File: config.mk
export PLATFORM = sky130hd
export DESIGN_NAME = mask_streamer
export DESIGN_NICKNAME = d
export VERILOG_FILES = /design/src/rtl/kmeans_pkg.sv /design/src/rtl/pipeline.sv /design/src/rtl/mask_streamer.sv
export SDC_FILE = /design/constraint.sdc
export NUM_CORES = 1
export LEC_CHECK = 0
export ABC_AREA = 1
export CAP_MARGIN = 25
export CORE_MARGIN = 5
export CORE_UTILIZATION = 40
export DETAILED_ROUTE_END_ITERATION = 8
export PLACE_DENSITY = 0.65
export SLEW_MARGIN = 20
export SYNTH_ARGS = -nofsm -noshare
export SYNTH_HDL_FRONTEND = slang
export SYNTH_HIERARCHICAL = 1
export SYNTH_SLANG_ARGS = --single-unit
File: constraint.sdc
create_clock -name clk_in -period 1.55 [get_ports clk_in]
set_input_delay 0.155 -clock clk_in [delete_from_list [all_inputs] [get_ports clk_in]]
set_output_delay 0.155 -clock clk_in [all_outputs]
set_load 0.01 [all_outputs]
File: src/rtl/kmeans_pkg.sv
// Shared frame geometry, scan-state encoding and beat payload for the mask streamer and k_means.
package kmeans_pkg;

    localparam int unsigned WIDTH  = 320;
    localparam int unsigned HEIGHT = 180;
    localparam int unsigned XW     = 9;
    localparam int unsigned YW     = 8;
    localparam int unsigned AW     = 17;

    typedef enum logic [2:0] {
        IDLE,
        SCAN,
        DRAIN,
        EOF,
        WAIT_DONE
    } state_e;

    typedef struct packed {
        logic          rd;
        logic [XW-1:0] x;
        logic [YW-1:0] y;
    } beat_t;

endpackage

File: src/rtl/pipeline.sv
// Fixed-depth register delay line with synchronous flush to a programmable reset word.
module pipeline #(
    parameter int unsigned   DW      = 1,
    parameter int unsigned   STAGES  = 1,
    parameter logic [DW-1:0] RST_VAL = '0
) (
    input  logic          clk_i,
    input  logic          rst_i,
    input  logic [DW-1:0] d_i,
    output logic [DW-1:0] q_o
);

    logic [DW-1:0] stage_q [STAGES];

    always_ff @(posedge clk_i) begin
        if (rst_i) begin
            for (int i = 0; i < int'(STAGES); i++) begin
                stage_q[i] <= RST_VAL;
            end
        end else begin
            stage_q[0] <= d_i;
            for (int i = 1; i < int'(STAGES); i++) begin
                stage_q[i] <= stage_q[i-1];
            end
        end
    end

    assign q_o = stage_q[STAGES-1];

endmodule

File: src/rtl/mask_streamer.sv
// Streams a binary mask frame out of the frame buffer in raster order, one beat per cycle,
// with a flush beat closing each row and an end-of-frame pulse for the k_means core.
module mask_streamer #(
    parameter int unsigned WIDTH        = kmeans_pkg::WIDTH,
    parameter int unsigned HEIGHT       = kmeans_pkg::HEIGHT,
    parameter int unsigned READ_LATENCY = 2
) (
    input  logic        clk_in,
    input  logic        rst_in,
    input  logic        frame_ready_in,
    output logic [16:0] fb_addr_out,
    input  logic        fb_data_in,
    output logic [8:0]  x_out,
    output logic [7:0]  y_out,
    output logic        mask_out,
    output logic        new_frame_out,
    input  logic        km_done_in,
    output logic        busy_out,
    output logic [7:0]  dropped_out
);

    import kmeans_pkg::*;

    localparam int unsigned   CW        = (READ_LATENCY > 1) ? $clog2(READ_LATENCY) : 1;
    localparam logic [XW-1:0] X_LAST    = XW'(WIDTH);
    localparam logic [XW-1:0] X_LASTRD  = XW'(WIDTH - 1);
    localparam logic [YW-1:0] Y_LAST    = YW'(HEIGHT - 1);
    localparam beat_t         BEAT_IDLE = '{rd: 1'b0, x: XW'(WIDTH + 1), y: YW'(HEIGHT)};

    state_e        state_q, state_d;
    logic [XW-1:0] x_q, x_d;
    logic [YW-1:0] y_q, y_d;
    logic [AW-1:0] addr_q, addr_d;
    logic [CW-1:0] drain_q, drain_d;
    logic [7:0]    drop_q, drop_d;
    logic          pend_q, pend_d;
    logic          nf_q, nf_d;
    logic          busy_q, busy_d;
    beat_t         issue;
    beat_t         beat_out;

    always_ff @(posedge clk_in) begin
        if (rst_in) begin
            state_q <= IDLE;
            x_q     <= '0;
            y_q     <= '0;
            addr_q  <= '0;
            drain_q <= '0;
            drop_q  <= '0;
            pend_q  <= 1'b0;
            nf_q    <= 1'b0;
            busy_q  <= 1'b0;
        end else begin
            state_q <= state_d;
            x_q     <= x_d;
            y_q     <= y_d;
            addr_q  <= addr_d;
            drain_q <= drain_d;
            drop_q  <= drop_d;
            pend_q  <= pend_d;
            nf_q    <= nf_d;
            busy_q  <= busy_d;
        end
    end

    always_comb begin
        state_d = state_q;
        x_d     = x_q;
        y_d     = y_q;
        addr_d  = addr_q;
        drain_d = drain_q;
        drop_d  = drop_q;
        pend_d  = pend_q;
        nf_d    = 1'b0;

        // While busy, the first extra frame is parked; any beyond that are counted as lost.
        if (frame_ready_in && (state_q != IDLE)) begin
            if (!pend_q) begin
                pend_d = 1'b1;
            end else if (drop_q != 8'hFF) begin
                drop_d = drop_q + 8'd1;
            end
        end

        unique case (state_q)
            IDLE: begin
                if (frame_ready_in || pend_q) begin
                    state_d = SCAN;
                    x_d     = '0;
                    y_d     = '0;
                    addr_d  = '0;
                    pend_d  = frame_ready_in && pend_q;
                end
            end
            SCAN: begin
                // Raster order makes the next read address always the previous one plus one.
                if (x_q == X_LAST) begin
                    if (y_q == Y_LAST) begin
                        state_d = DRAIN;
                        drain_d = '0;
                    end else begin
                        x_d    = '0;
                        y_d    = y_q + YW'(1);
                        addr_d = addr_q + AW'(1);
                    end
                end else begin
                    x_d = x_q + XW'(1);
                    if (x_q != X_LASTRD) begin
                        addr_d = addr_q + AW'(1);
                    end
                end
            end
            DRAIN: begin
                if (drain_q == CW'(READ_LATENCY - 1)) begin
                    state_d = EOF;
                    nf_d    = 1'b1;
                end else begin
                    drain_d = drain_q + CW'(1);
                end
            end
            EOF: begin
                state_d = WAIT_DONE;
            end
            WAIT_DONE: begin
                if (km_done_in) begin
                    state_d = IDLE;
                end
            end
            default: begin
                state_d = IDLE;
            end
        endcase

        busy_d = (state_d != IDLE);
    end

    // Beat issued this cycle; out-of-frame coordinates when nothing is being scanned.
    always_comb begin
        issue = BEAT_IDLE;
        if (state_q == SCAN) begin
            issue.rd = (x_q != X_LAST);
            issue.x  = x_q;
            issue.y  = y_q;
        end
    end

    pipeline #(
        .DW      ($bits(beat_t)),
        .STAGES  (READ_LATENCY),
        .RST_VAL (BEAT_IDLE)
    ) u_pipeline (
        .clk_i (clk_in),
        .rst_i (rst_in),
        .d_i   (issue),
        .q_o   (beat_out)
    );

    assign fb_addr_out   = addr_q;
    assign x_out         = beat_out.x;
    assign y_out         = beat_out.y;
    // Read data arrives in the same cycle as its delayed coordinates, so it is gated, not re-registered.
    assign mask_out      = beat_out.rd & fb_data_in;
    assign new_frame_out = nf_q;
    assign busy_out      = busy_q;
    assign dropped_out   = drop_q;

endmodule

==> impl_metrics.toml, run 1 <==
[status]
outcome = "finished, violations left"
violations = "setup timing"

[timing]
skew_ps = 15.6
slew_headroom = 0.631
layout_setup_ws_ps = -6.71
fin_crit_sh = 1.00
final_hold_viol_count = 0
final_max_slew_viol_count = 0
worst_pin_slew_ps = 550
fmax_ghz = 0.642
period_needed_ps = 1560
setup_viol = 1
rsz0062_at_grt = "true"
setup_tns_ps = -6.71

[power_and_ir_drop]
total_power_mw = 4.49
powerDensity_mw_per_mm2 = 810
vdd_drop_max_uv = 419
pwr-share-comb = 0.134
p_sw_frac = 0.277
pwr-share-seq = 0.505
clock_power_share = 0.361
switching_power_mw = 1.24
p_leak_nw = 2.34
p_int_mw = 3.25

[worst_setup_path]
r2r_start = "x_q[0]$_SDFFE_PP0P_"
rrSetupSlack_ps = -7
r2r-end = "fb_addr_out[16]$_SDFFE_PP0P_"
arrival_ps = 1860
cp-end-kind = "register"
cp_num_cells = 11
startpoint = "x_q[0]$_SDFFE_PP0P_"
crit_end = "fb_addr_out[16]$_SDFFE_PP0P_"
cpLargestDelayFamily = "simple AND/OR/NAND/NOR gates"
path_class = "reg -> reg"
worst_ep_required_time_ps = 1860
cp.buffers_inverters = 2
cp_slowest_cell = "dfxtp_4"
path_max_fanout = 7
cp-start-kind = "register"
cp_cell_sequence = "inv_4, ha_4, nand2_2, nor2_2, nand2_2, nand2_4, nand3_4, buf_6, a21oi_4, nor2_2, nor2_1"
reg2regPathDepth = 11
crit_path_max_incr_delay_ps = 380

[floorplan]
core-area_mm2 = 0.0103
die-area_mm2 = 0.0126
rows = 37
dieHeight_um = 112
initial_core_util = 0.409
ios = 50
die_w_um = 112

[drt]
wl_per_cell_um = 11.8
firstDrtPassIters = 4
drtAntennaViolNets = 0
drt-initial-drc-count = 165
wirelength_um = 9790
vias_per_cell = 4.69
vias = 3909
drc = 0

[cts]
cts_max_level = 3
cts-hold-fix-buffers = 0
cts_root_buffer = "clkbuf_8"
cts_max_path_buffers = 2
cts_tree = "built"
clkLatencyLatePin_ps = 370
cts_made_buffers = 9
clock_sinks = 85
clkSlewWorstSetupHoldPaths_ps = 100

[final_layout]
fin_area_mm2 = 0.00555
layout_commonest_cell = "nand2_1"
nFillCells = 972
drive_above_1_share = 0.238
area_delta_synth_final_pct = 32.1
antenna_cells = 0
final_cell_mix = "nand2_1 (131), nor2_1 (96), inv_1 (90)"
nets = 702

[logic_synthesis]
synth_top_cell_by_area = "dfxtp_1"
syn_inst = 608
synth_area_mm2 = 0.00420
synth_ff_type = "dfxtp_1"
ys_seq_area_frac = 0.405
yosys-top-cells-area = "dfxtp_1 (41%), nand2_1 (13%), nor2_1 (9.3%), inv_1 (8.2%), nand3_1 (3.8%)"
syn-num-nets = 618
synth.distinct_cells = 36
synth_edf_count = 0
synth-async-reset-ratio = 0
synth_top_area_frac = 0.405
yosysWarnings = 6
ys_ff_latch = 85
avgSynthCellArea_um2 = 6.91

[run]
drv_cap = 0

[grt]
grtUsageTotal = 0.153
antenna_found_initial = 0
grt_pass1_vias = 3655
grt_pass1_wl_um = 16300
grt_max_degree = 17
grt_overflow = 0

[placed_design]
dp_hpwl_um = 6800
place_ws_ps = -201
placed_area_mm2 = 0.00496
gp_congestion = 0.948
portBuffers = 49

[min_path]
hold_class = "in -> reg"
[layout make-up]
type                            count  area [um2]  area share
Sequential cell                    85        1730       0.312
Tap cell                          136         170      0.0307
Clock buffer                        9         124      0.0223
Clock inverter                      7        77.6      0.0140
Multi-Input combinational cell    394        2120       0.381
Timing Repair Buffer              103         933       0.168
Inverter                           99         394      0.0710
[synth_stat cells, types with 3 or more instances]
master / count
nand2_1: 141
nor2_1: 104
inv_1: 92
dfxtp_1: 85
nand3_1: 32
a21oi_1: 30
buf_4: 20
nand2_2: 16
nor3_1: 11
xor2_1: 10
nand4_1: 8
o21ai_0: 7
a21oi_2: 6
clkbuf_1: 5
ha_1: 5
inv_2: 4
nand3_4: 4
buf_2: 3
buf_6: 3
[flip-flops by register name (all words and copies together), names as in the netlist]
| register | flops |
|---|---|
| drain_q | 1 |
| fb_addr_out | 17 |
| pend_q | 1 |
| busy_out | 1 |
| y_q | 8 |
| dropped_out | 8 |
| u_pipeline/stage_q | 36 |
| new_frame_out | 1 |
| state_q | 3 |
| x_q | 9 |
[kinds of logic after synthesis]
logic type / count (synthesis) / share of synthesized area
flops: 85 / 0.405
xor+xnor: 11 / 0.0229
compound gates: 50 / 0.0682
simple gates: 326 / 0.343
buf+inv: 131 / 0.146
fa+ha+maj: 5 / 0.0149
[power groups by stage]
stage               clock network (mW)  logic (mW)  registers, mW
floorplan                            0       0.316           2.31
global placement                     0       0.474           2.31
detailed placement                   0       0.482           2.31
CTS                               1.66       0.524           2.26
global route                      1.75       0.656           2.28
finish                            1.62       0.601           2.27
[metrics by stage]
| step | cells | utilization | hold WS [ps] |
|---|---|---|---|
| after global routing | 833 | 0.540 | 144 |
| final | 833 | 0.540 | 157 |
| after detailed placement | 807 | 0.483 | 395 |
| after global placement | 807 | 0.483 | 390 |
| after CTS | 827 | 0.513 | 137 |
| after floorplan | 608 | - | 226 |
[worst min path at each step]
stage,startpoint,end,slack (ps),cells after the start
6_report,rst_in,u_pipeline/stage_q[0][27]$_SDFF_PP0_,160,2
5_1_grt,rst_in,u_pipeline/stage_q[0][27]$_SDFF_PP0_,140,2
4_1_cts,rst_in,u_pipeline/stage_q[0][27]$_SDFF_PP0_,140,2
3_5_place_dp,u_pipeline/stage_q[0][13]$_SDFF_PP0_,u_pipeline/stage_q[0][31]$_SDFF_PP0_,400,2
3_3_place_gp,u_pipeline/stage_q[0][13]$_SDFF_PP0_,u_pipeline/stage_q[0][31]$_SDFF_PP0_,390,2
2_1_floorplan,rst_in,u_pipeline/stage_q[0][33]$_SDFF_PP0_,230,1
[repair_timing]
| item | CTS | global route |
|---|---|---|
| gates resized for setup | 30 | 63 |
| cloned | 1 | 2 |
| pin swaps | 9 | 25 |
| endpoints found under the setup margin | 36 | 48 |
| buffers inserted | 3 | 5 |
[routing by layer]
layer | up-vias | track usage | share of wire
met5 | - | 0 | 0
met4 | 0 | 0.0393 | 0.011
met1 | 1791 | 0.193 | 0.46
li1 | 2026 | - | -
met3 | 11 | 0.0420 | 0.047
met2 | 81 | 0.258 | 0.48
(Power assumes the default switching activity.)
==> run 2: changes to the inputs <==
CTS_BUF_LIST = sky130_fd_sc_hd__clkbuf_16   (was not set)
==> impl_metrics.toml, run 2 (synthesis results as in run 1) <==
[drt]
wl_per_cell_um = 11.7
drt-initial-drc-count = 192
drtAntennaViolNets = 0
drc = 0
vias = 3927
firstDrtPassIters = 6
wirelength_um = 9790
vias_per_cell = 4.71

[worst_setup_path]
r2r-end = "fb_addr_out[5]$_SDFFE_PP0P_"
arrival_ps = 1850
path_class = "reg -> reg"
reg2regPathDepth = 8
cp-start-kind = "register"
startpoint = "x_q[1]$_SDFFE_PP0P_"
path_max_fanout = 7
worst_ep_required_time_ps = 1820
rrSetupSlack_ps = -30
crit_end = "fb_addr_out[5]$_SDFFE_PP0P_"
r2r_start = "x_q[1]$_SDFFE_PP0P_"
cp-end-kind = "register"

[power_and_ir_drop]
clock_power_share = 0.435
p_sw_frac = 0.257
p_int_mw = 3.76
powerDensity_mw_per_mm2 = 908
pwr-share-comb = 0.115
switching_power_mw = 1.30
pwr-share-seq = 0.449
p_leak_nw = 2.36
vdd_drop_max_uv = 522

[final_layout]
regMostFlops = "u_pipeline/stage_q"
area_delta_synth_final_pct = 32.5
largest_reg_flops = 36
drive_above_1_share = 0.213
final_cells = 834
nets = 703
layout_commonest_cell = "nand2_1"
antenna_cells = 0
post-route-util = 0.542
final_cell_mix = "nand2_1 (139), nor2_1 (100), inv_1 (90)"

[cts]
cts_tree = "built"
clkLatencyLatePin_ps = 350
cts_max_level = 3
clock_sinks = 85
cts_max_path_buffers = 2
cts_made_buffers = 9
cts_root_buffer = "clkbuf_16"
clkSlewWorstSetupHoldPaths_ps = 70

[timing]
period_needed_ps = 1580
setup_viol = 5
slew_headroom = 0.647
layout_setup_ws_ps = -33.8
worst_pin_slew_ps = 526
fin_crit_sh = 1.02
skew_ps = 11.3
final_max_slew_viol_count = 0
holdWs_ps = 181
fmax_ghz = 0.631
rsz0062_at_grt = "true"
final_hold_viol_count = 0

[grt]
grtUsageTotal = 0.151
grt_pass1_vias = 3626
antenna_found_initial = 0
grt_overflow = 0
grt_max_degree = 17
grt_pass1_wl_um = 16000

[min_path]
hold_class = "in -> reg"

[floorplan]
core-area_mm2 = 0.0103
initial_core_util = 0.409
die_w_um = 112
dieHeight_um = 112
ios = 50
rows = 37
die-area_mm2 = 0.0126

[placed_design]
place_inst = 807
gp_congestion = 0.948
portBuffers = 49
place_ws_ps = -201
dp_hpwl_um = 6800

[status]
violations = "setup timing"
outcome = "finished, violations left"

[run]
drv_cap = 0
run 2: cell types whose count changed in the layout (fill, tap and decap cells not counted), sizes merged:
cell / before / now
nand2: 159 / 158
buf: 54 / 56
dlymetal6s2s: 2 / 3
clkdlybuf4s50: 44 / 45
dlygate4sd2: 2 / 0
run 2: final cells by class:
| type | instances | area (um2) |
|---|---|---|
| repair buffers | 105 | 961 |
| inverters | 99 | 387 |
| well taps | 136 | 170 |
| clock inverters | 7 | 77.6 |
| clock buffers | 9 | 225 |
| multi-input cells | 393 | 2020 |
| fillers | 975 | 4710 |
| flip-flops and latches | 85 | 1730 |
run 2: worst min path at each step:
stage,cells past startpoint,slack (ps),start,end
4_1_cts,2,170,rst_in,u_pipeline/stage_q[0][27]$_SDFF_PP0_
6_report,2,180,rst_in,u_pipeline/stage_q[0][27]$_SDFF_PP0_
3_5_place_dp,2,400,u_pipeline/stage_q[0][13]$_SDFF_PP0_,u_pipeline/stage_q[0][31]$_SDFF_PP0_
5_1_grt,2,180,rst_in,u_pipeline/stage_q[0][27]$_SDFF_PP0_
3_3_place_gp,2,390,u_pipeline/stage_q[0][13]$_SDFF_PP0_,u_pipeline/stage_q[0][31]$_SDFF_PP0_
2_1_floorplan,1,230,rst_in,u_pipeline/stage_q[0][33]$_SDFF_PP0_
run 2: critical path, cell delays in order, from the launching register on:
cell and delay [ps]:
dfxtp_4 380, ha_4 150, nand2_2 70, nor3_4 250, nand3_4 160, nand3_4 200
buf_6 120, nand2_1 40, a21oi_1 130
run 2: metal layers:
layer / wire length, um / part of all wire / track usage
met4: 152 / 0.016 / 0.0545
met2: 4710 / 0.48 / 0.253
met3: 521 / 0.053 / 0.0415
met1: 4410 / 0.45 / 0.187
met5: 0 / 0 / 0
run 2: power groups by stage:
stage	Sequential (mW)	Combinational [mW]	Clock (mW)
global route	2.28	0.638	2.32
floorplan	2.31	0.316	0
CTS	2.26	0.514	2.23
detailed placement	2.31	0.482	0
global placement	2.31	0.474	0
finish	2.27	0.583	2.20
run 2: timing repair:
item,4_1_cts,5_1_grt
setup endpoints to repair,30,44
gates cloned,0,2
hold buffers,0,0
resized for setup,17,47
pin swaps,7,17
setup buffers,3,6
run 2: stage by stage:
stage	setup TNS (ps)	instance area [um2]	total power, mW
2_1_floorplan	0	4200	2.63
3_5_place_dp	-5090	4960	2.79
5_1_grt	-1190	5570	5.23
4_1_cts	-0.586	5340	5.01
3_3_place_gp	-3950	4960	2.78
6_report	-90.9	5570	5.05
